`config.mk`:
```
export PLATFORM = sky130hd
export DESIGN_NAME = regfile_dump_ctrl
export DESIGN_NICKNAME = d
export VERILOG_FILES = /design/src/rtl/regfile_dump_ctrl.sv
export SDC_FILE = /design/constraint.sdc
export NUM_CORES = 1
export LEC_CHECK = 0
export ABC_AREA = 1
export CORE_MARGIN = 10
export CORE_UTILIZATION = 39
export DETAILED_ROUTE_END_ITERATION = 6
export HOLD_SLACK_MARGIN = 0.06
export PLACE_DENSITY = 0.75
export SLEW_MARGIN = 30
export SYNTH_ARGS = -nofsm -noshare
export SYNTH_HDL_FRONTEND = slang
export SYNTH_SLANG_ARGS = --single-unit
```
`constraint.sdc`:
```
create_clock -name clk -period 1.4 [get_ports clk]
set_input_delay 0.28 -clock clk [delete_from_list [all_inputs] [get_ports clk]]
set_output_delay 0.28 -clock clk [all_outputs]
set_load 0.02 [all_outputs]
```
`src/rtl/regfile_dump_ctrl.sv`:
```
// Debug-side register file dump controller: halts the core, sweeps read port 1 and
// streams each register over valid/ready. DUMP_SKIP_X0_EN starts the sweep at x1.
module regfile_dump_ctrl #(
   parameter int unsigned DATA_WIDTH     = 32,
   parameter int unsigned REG_ADDR_WIDTH = 5
) (
   input  logic                      clk,
   input  logic                      rst,
   input  logic                      start,
   output logic                      halt_req,
   input  logic                      halt_ack,
   output logic                      rf_read_enable,
   output logic [REG_ADDR_WIDTH-1:0] rf_rs1_addr,
   input  logic [DATA_WIDTH-1:0]     rf_rs1,
   output logic                      out_valid,
   input  logic                      out_ready,
   output logic [DATA_WIDTH-1:0]     out_data,
   output logic [REG_ADDR_WIDTH-1:0] out_addr,
   output logic                      busy,
   output logic                      done,
   output logic                      aborted
);

   localparam logic [2:0] ST_IDLE = 3'd0;
   localparam logic [2:0] ST_HALT = 3'd1;
   localparam logic [2:0] ST_READ = 3'd2;
   localparam logic [2:0] ST_SEND = 3'd3;
   localparam logic [2:0] ST_DONE = 3'd4;

`ifdef DUMP_SKIP_X0_EN
   localparam logic [REG_ADDR_WIDTH-1:0] FIRST_IDX = REG_ADDR_WIDTH'(1);
`else
   localparam logic [REG_ADDR_WIDTH-1:0] FIRST_IDX = '0;
`endif
   localparam logic [REG_ADDR_WIDTH-1:0] LAST_IDX = '1;
   localparam logic [REG_ADDR_WIDTH-1:0] IDX_ONE  = REG_ADDR_WIDTH'(1);

   logic [2:0]                state;
   logic [2:0]                next_state;
   logic [REG_ADDR_WIDTH-1:0] idx;
   logic                      abort_q;
   logic                      abort_now;
   logic                      word_taken;

   // Losing halt_ack in READ/SEND ends the dump; the pending word is discarded.
   assign abort_now  = ((state == ST_READ) || (state == ST_SEND)) && !halt_ack;
   assign word_taken = (state == ST_SEND) && out_ready;

   always_comb begin
      next_state = state;
      case (state)
         ST_IDLE: if (start) next_state = ST_HALT;
         ST_HALT: if (halt_ack) next_state = ST_READ;
         ST_READ: next_state = abort_now ? ST_DONE : ST_SEND;
         ST_SEND: begin
            if (abort_now) begin
               next_state = ST_DONE;
            end else if (word_taken) begin
               next_state = (idx == LAST_IDX) ? ST_DONE : ST_READ;
            end
         end
         ST_DONE: next_state = ST_IDLE;
         default: next_state = ST_IDLE;
      endcase
   end

   always_ff @(posedge clk or posedge rst) begin
      if (rst) begin
         state    <= ST_IDLE;
         idx      <= '0;
         abort_q  <= 1'b0;
         out_data <= '0;
         out_addr <= '0;
      end else begin
         state <= next_state;
         case (state)
            ST_IDLE: begin
               if (start) begin
                  idx     <= FIRST_IDX;
                  abort_q <= 1'b0;
               end
            end
            ST_READ: begin
               if (abort_now) begin
                  abort_q <= 1'b1;
               end else begin
                  out_data <= rf_rs1;
                  out_addr <= idx;
               end
            end
            ST_SEND: begin
               if (abort_now) begin
                  abort_q <= 1'b1;
               end else if (word_taken && (idx != LAST_IDX)) begin
                  idx <= idx + IDX_ONE;
               end
            end
            default: ;
         endcase
      end
   end

   // Outputs decode straight from state so an async reset drops halt_req at once.
   assign halt_req       = (state == ST_HALT) || (state == ST_READ) || (state == ST_SEND);
   assign rf_read_enable = (state == ST_READ);
   assign rf_rs1_addr    = (state == ST_READ) ? idx : '0;
   assign out_valid      = (state == ST_SEND);
   assign busy           = (state != ST_IDLE);
   assign done           = (state == ST_DONE);
   assign aborted        = (state == ST_DONE) && abort_q;

endmodule

```
# After elaboration in Yosys (flattened, before gate mapping)
# Index checks and enable logic that the tools add are counted.
# word_totals
word_cells	51
out_inout_bits	48
ff_bits	46
inputBits	37
# classes
addsub	1
n_reduce_logical	17
bitwise_logic	1
eq_ne	12
muxes	15
# op_table
op	count
2-to-1 mux 5 bit	4
2-to-1 mux 3 bit	6
case mux 3 bit (4 select lines)	1
case mux 5 bit (2 select lines)	1
equality test 3 x 2 -> 1 bit (second input constant)	2
!= test 2 bit (second input constant)	3
AND reduction 3 bit	2
adder 5 x 1 -> 5 bit (second input constant)	1
equality test 5 bit (second input constant)	1
!= test 5 bit (second input constant)	1
logical AND 1 bit	4
!= test 2 x 1 -> 1 bit (second input constant)	2
AND reduction 4 bit	1
nonzero test 2 bit	2
equality test 3 x 1 -> 1 bit (second input constant)	1
equality test 3 bit (second input constant)	1
zero test 3 bit	1
logical OR 1 bit	3
!= test 3 x 1 -> 1 bit (second input constant)	1
nonzero test 3 bit	1
2-to-1 mux 1 bit	2
case mux 1 bit (2 select lines)	1
AND reduction 2 bit	1
OR reduction 2 bit	1
other kinds (2)	2

# Logic depth before layout (Yosys ltp)
# Gate-level depths: netlist of run 1.
# depth
word_depth	6
mapped_depth	9

# Least setup slack after synthesis of run 1
# OpenSTA, ideal clock, no wires.
# synth_path
kind	register to register
startpoint	register idx[0]
endpoint	register idx[1]
t_arrival_ns	1.359
required_time_ns	1.283
setup_ns	0.117
slack_ns	-0.076
stages_incl_launch_ff	9
period_less_slack_ns	1.476
cell_sequence	dfrtp_1 -> ha_1 -> nand2_1 -> nor2_1 -> ha_1 -> o21ai_2 -> nand3_2 -> nand2_1 -> nand2_1
# synth_between
elab_chain_cells	4
elab_cells_between_ends	8
classes_between	add/sub (1); eq/ne (2); mux (3); reduce/logical (2)
# synth_lines
item	line_no	text
from (decl)	40	logic [REG_ADDR_WIDTH-1:0] idx;
from (signal assigned)	95	idx <= idx + IDX_ONE;
adder 5 x 1 -> 5 bit or != test 5 bit (tied branches)	95, 94	
2-to-1 mux 5 bit or logical AND 1 bit (tied branches)	94	end else if (word_taken && (idx != LAST_IDX)) begin
2-to-1 mux 5 bit or != test 2 x 1 -> 1 bit (tied branches)	-	
case mux 5 bit (2 select lines) or AND reduction 4 bit (tied branches)	-	
# Several ways; a longest one is shown, not always the timed one. The select of a mux whose other input is x is not followed.
# A chain may end at the register's enable or synchronous reset.

# Worst setup path after layout of run 1
# layout_path
startpoint	register state[2]
endpoint	output port rf_rs1_addr[0]
# layout_between
elab_chain_cells	2
# layout_lines
item	line_no	text
from (decl)	38	logic [2:0] state;
from (signal assigned)	75	state <= next_state;
equality test 3 x 2 -> 1 bit	106	assign rf_rs1_addr = (state == ST_READ) ? idx : '0;
2-to-1 mux 5 bit	106	
to (decl)	13	output logic [REG_ADDR_WIDTH-1:0] rf_rs1_addr,
# No other way between the ends.

==> results.toml, run 1 <==
[clock_tree]
cts_root_buf = "clkbuf_8"
clk_latency_ps = 290
cts_buffers = 5
h-tree-depth = 2
cts_num_sinks = 46
cts_tree = "built"
postCtsHoldBufs = 0
clock_path_buffers = 2
clk_pin_slew_ps = 90

[synth]
ys_warn_count = 0
synthDominantCellAreaShare_pct = 55.4
synthTopCellsByArea = "dfrtp_1 55%, nand2_1 22%, nor2_1 3.2%"
ys_seq_elements = 46
synth_cell_types = 23
avgSynthCellArea_um2 = 8.39
ys_seq_area_share_pct = 55.4
syn_inst = 248
mappedNetlistArea_mm2 = 0.00208
syn-num-nets = 287
yosys.area.top_type = "dfrtp_1"

[floorplanning]
io_pins = 85
die_area_mm2 = 0.00865
start_util_pct = 40.5
die_h_um = 93.0
fp.dieW_um = 93.0
core_mm2 = 0.00514
num_rows = 26

[routing]
first_pass_iters = 4
vias = 2048
ant_nets = 0
via_per_inst = 4.60
routedWlPerCell_um = 14.5
remaining_drc_errors = 0
drtIter0Drc = 57
routed_wl_um = 6460

[timing]
fin_crit_ps = 1570
final_max_slew_viol_count = 0
period_share_pct = 112
worst_slew_pin_slew_ps = 249
hold_viol_final = 0
skew_ps = 9.51
max_slew_margin_pct = 83.3
hold_ws_ps = 353
rsz0062_at_grt = "true"
max_freq_mhz = 638
post-route-worst-setup-slack_ps = -168
finalSetupViolations = 55

[power]
peakVddDrop_mv = 1.19
power_mw = 6.31
power.density_mw_per_mm2 = 1810
leakagePower_nw = 1.86

[setup_path]
start_kind = "flop"
cp_max_fo = 7
timing.rr.start = "idx[1]"
end_kind = "primary output"
cpMaxStageDelayCell = "dfrtp_2"
reg2reg_depth = 9
worst-endpoint-required_ps = 1120
cp.arrival_ps = 1290
crit_type = "flop to primary output"
crit_chain = "nor2_4, nand2_4, nor2_2, buf_6"
worstSetupStartpoint = "state[2]"
cpPeakStageDelay_ps = 470

[placement]
hpwl_um = 4400
pre_cts_ws_ps = -319
dpl_cell_area_mm2 = 0.00316
port_buffers = 84
globalplace.congestion = 0.860

[grt]
grt_pass1_vias = 2034
track_usage_pct = 14.8
grt_overflow_total = 0
grt_max_degree = 47
antenna_found_initial = 0
grt_first_pass_wirelength_um = 10400

[final_layout]
layout.nets = 413
stdcell_area_mm2 = 0.00348
area.sequential_mm2 = 0.00115
postLayoutCoreUtil_pct = 67.7
layout-drive-gt1-share_pct = 28.0
multi_input_area_um2 = 903
layout_common_cells = "114 x nand2_1, 45 x dfrtp_1, 37 x buf_4, 37 x dlygate4sd2_1, 36 x clkdlybuf4s50_1"
final.fill_count = 444
syn_to_final_growth_pct = 67.4
n_antenna_cell = 0
layout_commonest_cell = "nand2_1"

[run]
drv_cap = 0

[outcome]
violations = "setup timing"
status = "finished with violations"

[hold_path]
hp-class = "primary input to async pin"
==> per-stage QoR <==
stage,setup TNS [ps],cells
6_report,-4340,445
5_1_grt,-8680,445
4_1_cts,-2670,441
3_5_place_dp,-10870,421
3_3_place_gp,-10280,421
2_1_floorplan,0,248
==> registers in the layout, indices dropped and copies added, names as in the netlist <==
| register | cells |
|---|---|
| state | 3 |
| out_addr | 5 |
| idx | 5 |
| abort_q | 1 |
| out_data | 32 |
==> worst max-delay path, delay by kind of cell, from the launching register on <==
family	cells	cell delay (ps)
and+or+nand+nor	3	390
buffers and inverters	1	130
DFF	1	470
==> metal layers <==
layer | vias to the layer above | GRT usage [%] | part of all wire (%)
met4 | 0 | 3.47 | 0.68
met1 | 972 | 18.3 | 45
li1 | 1012 | - | -
met3 | 5 | 4.08 | 5.5
met5 | - | 0 | 0
met2 | 59 | 25.0 | 49
==> synth_stat cells <==
| cell type | number |
|---|---|
| nor3_1 | 2 |
| o21ai_2 | 6 |
| buf_6 | 4 |
| inv_4 | 1 |
| a21oi_1 | 2 |
| nor2_1 | 18 |
| ha_1 | 2 |
| nor3b_1 | 1 |
| nor2_4 | 1 |
| and3_1 | 1 |
| nand4_1 | 2 |
| inv_1 | 17 |
| dfrtp_1 | 46 |
| o21ai_0 | 3 |
| inv_2 | 1 |
| nand2_2 | 3 |
| nand2_4 | 1 |
| o211ai_1 | 1 |
| buf_4 | 3 |
| nand2_1 | 123 |
| nor2_8 | 1 |
| nand3_1 | 8 |
| nand3_2 | 1 |
==> cell families (layout without fill, tap and decap cells) <==
logic type	after synthesis	count (layout)	synth area share (%)
and+or+nand+nor	162	162	32.6
DFF	46	46	55.4
buffers and inverters	26	153	6.80
AOI/OAI and AO/OA	12	12	4.09
adders and majority gates	2	2	1.20
==> path summary, 6_finish.rpt <==
check	endpoint	slack, ps
max	rf_rs1_addr[0]	-170
min	out_data[15]	350
max reg2reg	state[1]	-130
min reg2reg	out_data[16]	470
max in group asynchronous	state[2]	830
min in group clk	out_data[16]	470
==> power by group <==
part / switching, mW / internal (mW) / leakage, nW
Clock: 0.440 / 0.399 / 0.0482
Combinational: 1.98 / 1.40 / 1.22
Sequential: 0.266 / 1.83 / 0.591
==> timing repair <==
item | in CTS | in global routing
cloned | 2 | 0
pin swaps | 3 | 7
buffers inserted | 10 | 5
hold endpoints to repair | 0 | 0
resized for setup | 121 | 25
endpoints found under the setup margin | 92 | 56
==> cell type report <==
| type | count | share of cell area, % |
|---|---|---|
| Timing Repair Buffer | 124 | 32.8 |
| Clock inverter | 1 | 0.144 |
| Sequential cell | 46 | 33.1 |
| Inverter | 19 | 2.48 |
| Multi-Input combinational cell | 176 | 25.9 |
| Tap cell | 70 | 2.52 |
| Timing Repair inverter | 2 | 0.503 |
| Clock buffer | 7 | 2.48 |
Note: power is estimated with default switching activity, not from simulation.
==> inputs of run 2 (changes only) <==
--- a/config.mk
+++ b/config.mk
@@ -10,7 +10,8 @@
 export CORE_UTILIZATION = 39
 export DETAILED_ROUTE_END_ITERATION = 6
 export HOLD_SLACK_MARGIN = 0.06
-export PLACE_DENSITY = 0.75
+export PLACE_DENSITY = 0.79
+export SETUP_SLACK_MARGIN = 0.4
 export SLEW_MARGIN = 30
 export SYNTH_ARGS = -nofsm -noshare
 export SYNTH_HDL_FRONTEND = slang
==> results.toml, run 2 (synthesis gave the netlist of run 1 again) <==
[setup_path]
start_kind = "flop"
end_kind = "flop"
cp_max_fo = 7
cp.arrival_ps = 1840
crit_type = "flop to flop"
worst-endpoint-required_ps = 1630

[timing]
max_slew_margin_pct = 81.5
max_freq_mhz = 620
hold_viol_final = 0
skew_ps = 9.00
fin_crit_ps = 1610
post-route-worst-setup-slack_ps = -213
setup_tns_ps = -8370
rsz0062_at_grt = "true"
period_share_pct = 115
final_max_slew_viol_count = 0
worst_slew_pin_slew_ps = 277
finalSetupViolations = 56

[routing]
drtIter0Drc = 140
vias = 2446
via_per_inst = 5.10
routed_wl_um = 9750
remaining_drc_errors = 0
routedWlPerCell_um = 20.3
ant_nets = 0
first_pass_iters = 4

[grt]
grt_overflow_total = 0
met1_usage_pct = 20.2
track_usage_pct = 17.9
grtUsageMet2_pct = 31.7
use_met3_pct = 5.60
antenna_found_initial = 0
grt_max_degree = 32
grt_busiest_layer = "met2"
grt_first_pass_wirelength_um = 12200
grt_pass1_vias = 2401

[floorplanning]
core_mm2 = 0.00514
fp.dieW_um = 93.0
die_area_mm2 = 0.00865
num_rows = 26
io_pins = 85
start_util_pct = 40.5
die_h_um = 93.0

[final_layout]
top_register = "out_data"
syn_to_final_growth_pct = 106
layout_common_cells = "76 x nand2_1, 56 x buf_4, 54 x buf_6"
layout_commonest_cell = "nand2_1"
n_antenna_cell = 0
layout.nets = 448
largest_reg_flops = 32
stdcell_area_mm2 = 0.00429
layout-drive-gt1-share_pct = 54.9
layout_top_registers = "out_data: 32 flops, idx: 5 flops, out_addr: 5 flops"
final_cells = 480

[clock_tree]
clock_path_buffers = 2
cts_num_sinks = 46
clk_latency_ps = 300
cts_tree = "built"
cts_buffers = 5
h-tree-depth = 2
clk_pin_slew_ps = 90
cts_root_buf = "clkbuf_8"

[power]
leakagePower_nw = 2.15
power.density_mw_per_mm2 = 1990
peakVddDrop_mv = 1.05

[placement]
dp.cells = 423
hpwl_um = 4620
pre_cts_ws_ps = -313
dpl_cell_area_mm2 = 0.00326
port_buffers = 84
globalplace.congestion = 0.855

[run]
drv_cap = 0

[outcome]
status = "finished with violations"
violations = "setup timing"

[hold_path]
hp-class = "primary input to async pin"
[run 2: cell types whose count changed in the layout (fill, tap and decap cells not counted), moves of 5 or more]
cell | previous run | this run
dlygate4sd2_1 | 37 | 0
nand2_1 | 114 | 76
buf_12 | 3 | 8
nor2_4 | 5 | 10
buf_4 | 37 | 56
buf_6 | 9 | 54
nand2_2 | 11 | 36
nand2_4 | 2 | 14
[run 2: worst max-delay path, stage by stage (launching register included)]
cell and delay, ps:
dfrtp_2 420, inv_2 70, nor2_4 160, nand2_8 120, buf_6 150, nor2_8 90, buf_12 150, buf_4 140
buf_12 120, nand2_2 50, nand2_1 80
[run 2: layout make-up]
cell class / instances / area (µm²)
multi-input combinational: 176 / 1140
clock inverter: 1 / 30.0
tap: 70 / 87.6
timing repair buffer: 158 / 1650
fill: 234 / 847
inverter: 19 / 98.8
sequential: 46 / 1150
timing repair inverter: 3 / 51.3
clock buffer: 7 / 76.3
[run 2: final timing paths]
| check | endpoint | cells after the start | start | slack, ps |
|---|---|---|---|---|
| worst max register to register | out_data[11] | 10 | state[1] | -210 |
| min in group clk | out_data[21] | 2 | out_data[21] | 500 |
| max in group asynchronous | state[2] | 3 | rst | 760 |
| worst max-delay path | out_data[11] | 10 | state[1] | -210 |
| worst min-delay path | out_data[30] | 3 | rst | 390 |
| worst min register to register | out_data[21] | 2 | out_data[21] | 500 |
[run 2: repair_timing]
item / CTS / global route
resized for setup: 346 / 49
gates cloned: 5 / 1
setup endpoints to repair: 94 / 94
hold buffers: 0 / 0
hold endpoints to repair: 0 / 0
pin swaps: 17 / 11
setup buffers: 24 / 19
[run 2: stage by stage]
step	hold slack [ps]	util [%]	power, mW
detailed placement	457	63.5	5.57
floorplan	297	-	3.94
global route	396	83.5	8.93
global placement	453	63.5	5.51
CTS	373	76.5	7.60
finish	389	83.5	8.55
[run 2: layer usage]
metal / share of wire (%) / up-vias
met5: 0 / -
met4: 3.2 / 0
met3: 7.3 / 26
met2: 50 / 124
met1: 40 / 1212
li1: - / 1084
[run 2: report_power, final]
| part | internal (mW) | switching [mW] |
|---|---|---|
| sequential | 1.84 | 0.483 |
| clock | 0.535 | 0.451 |
| combinational | 2.62 | 2.62 |
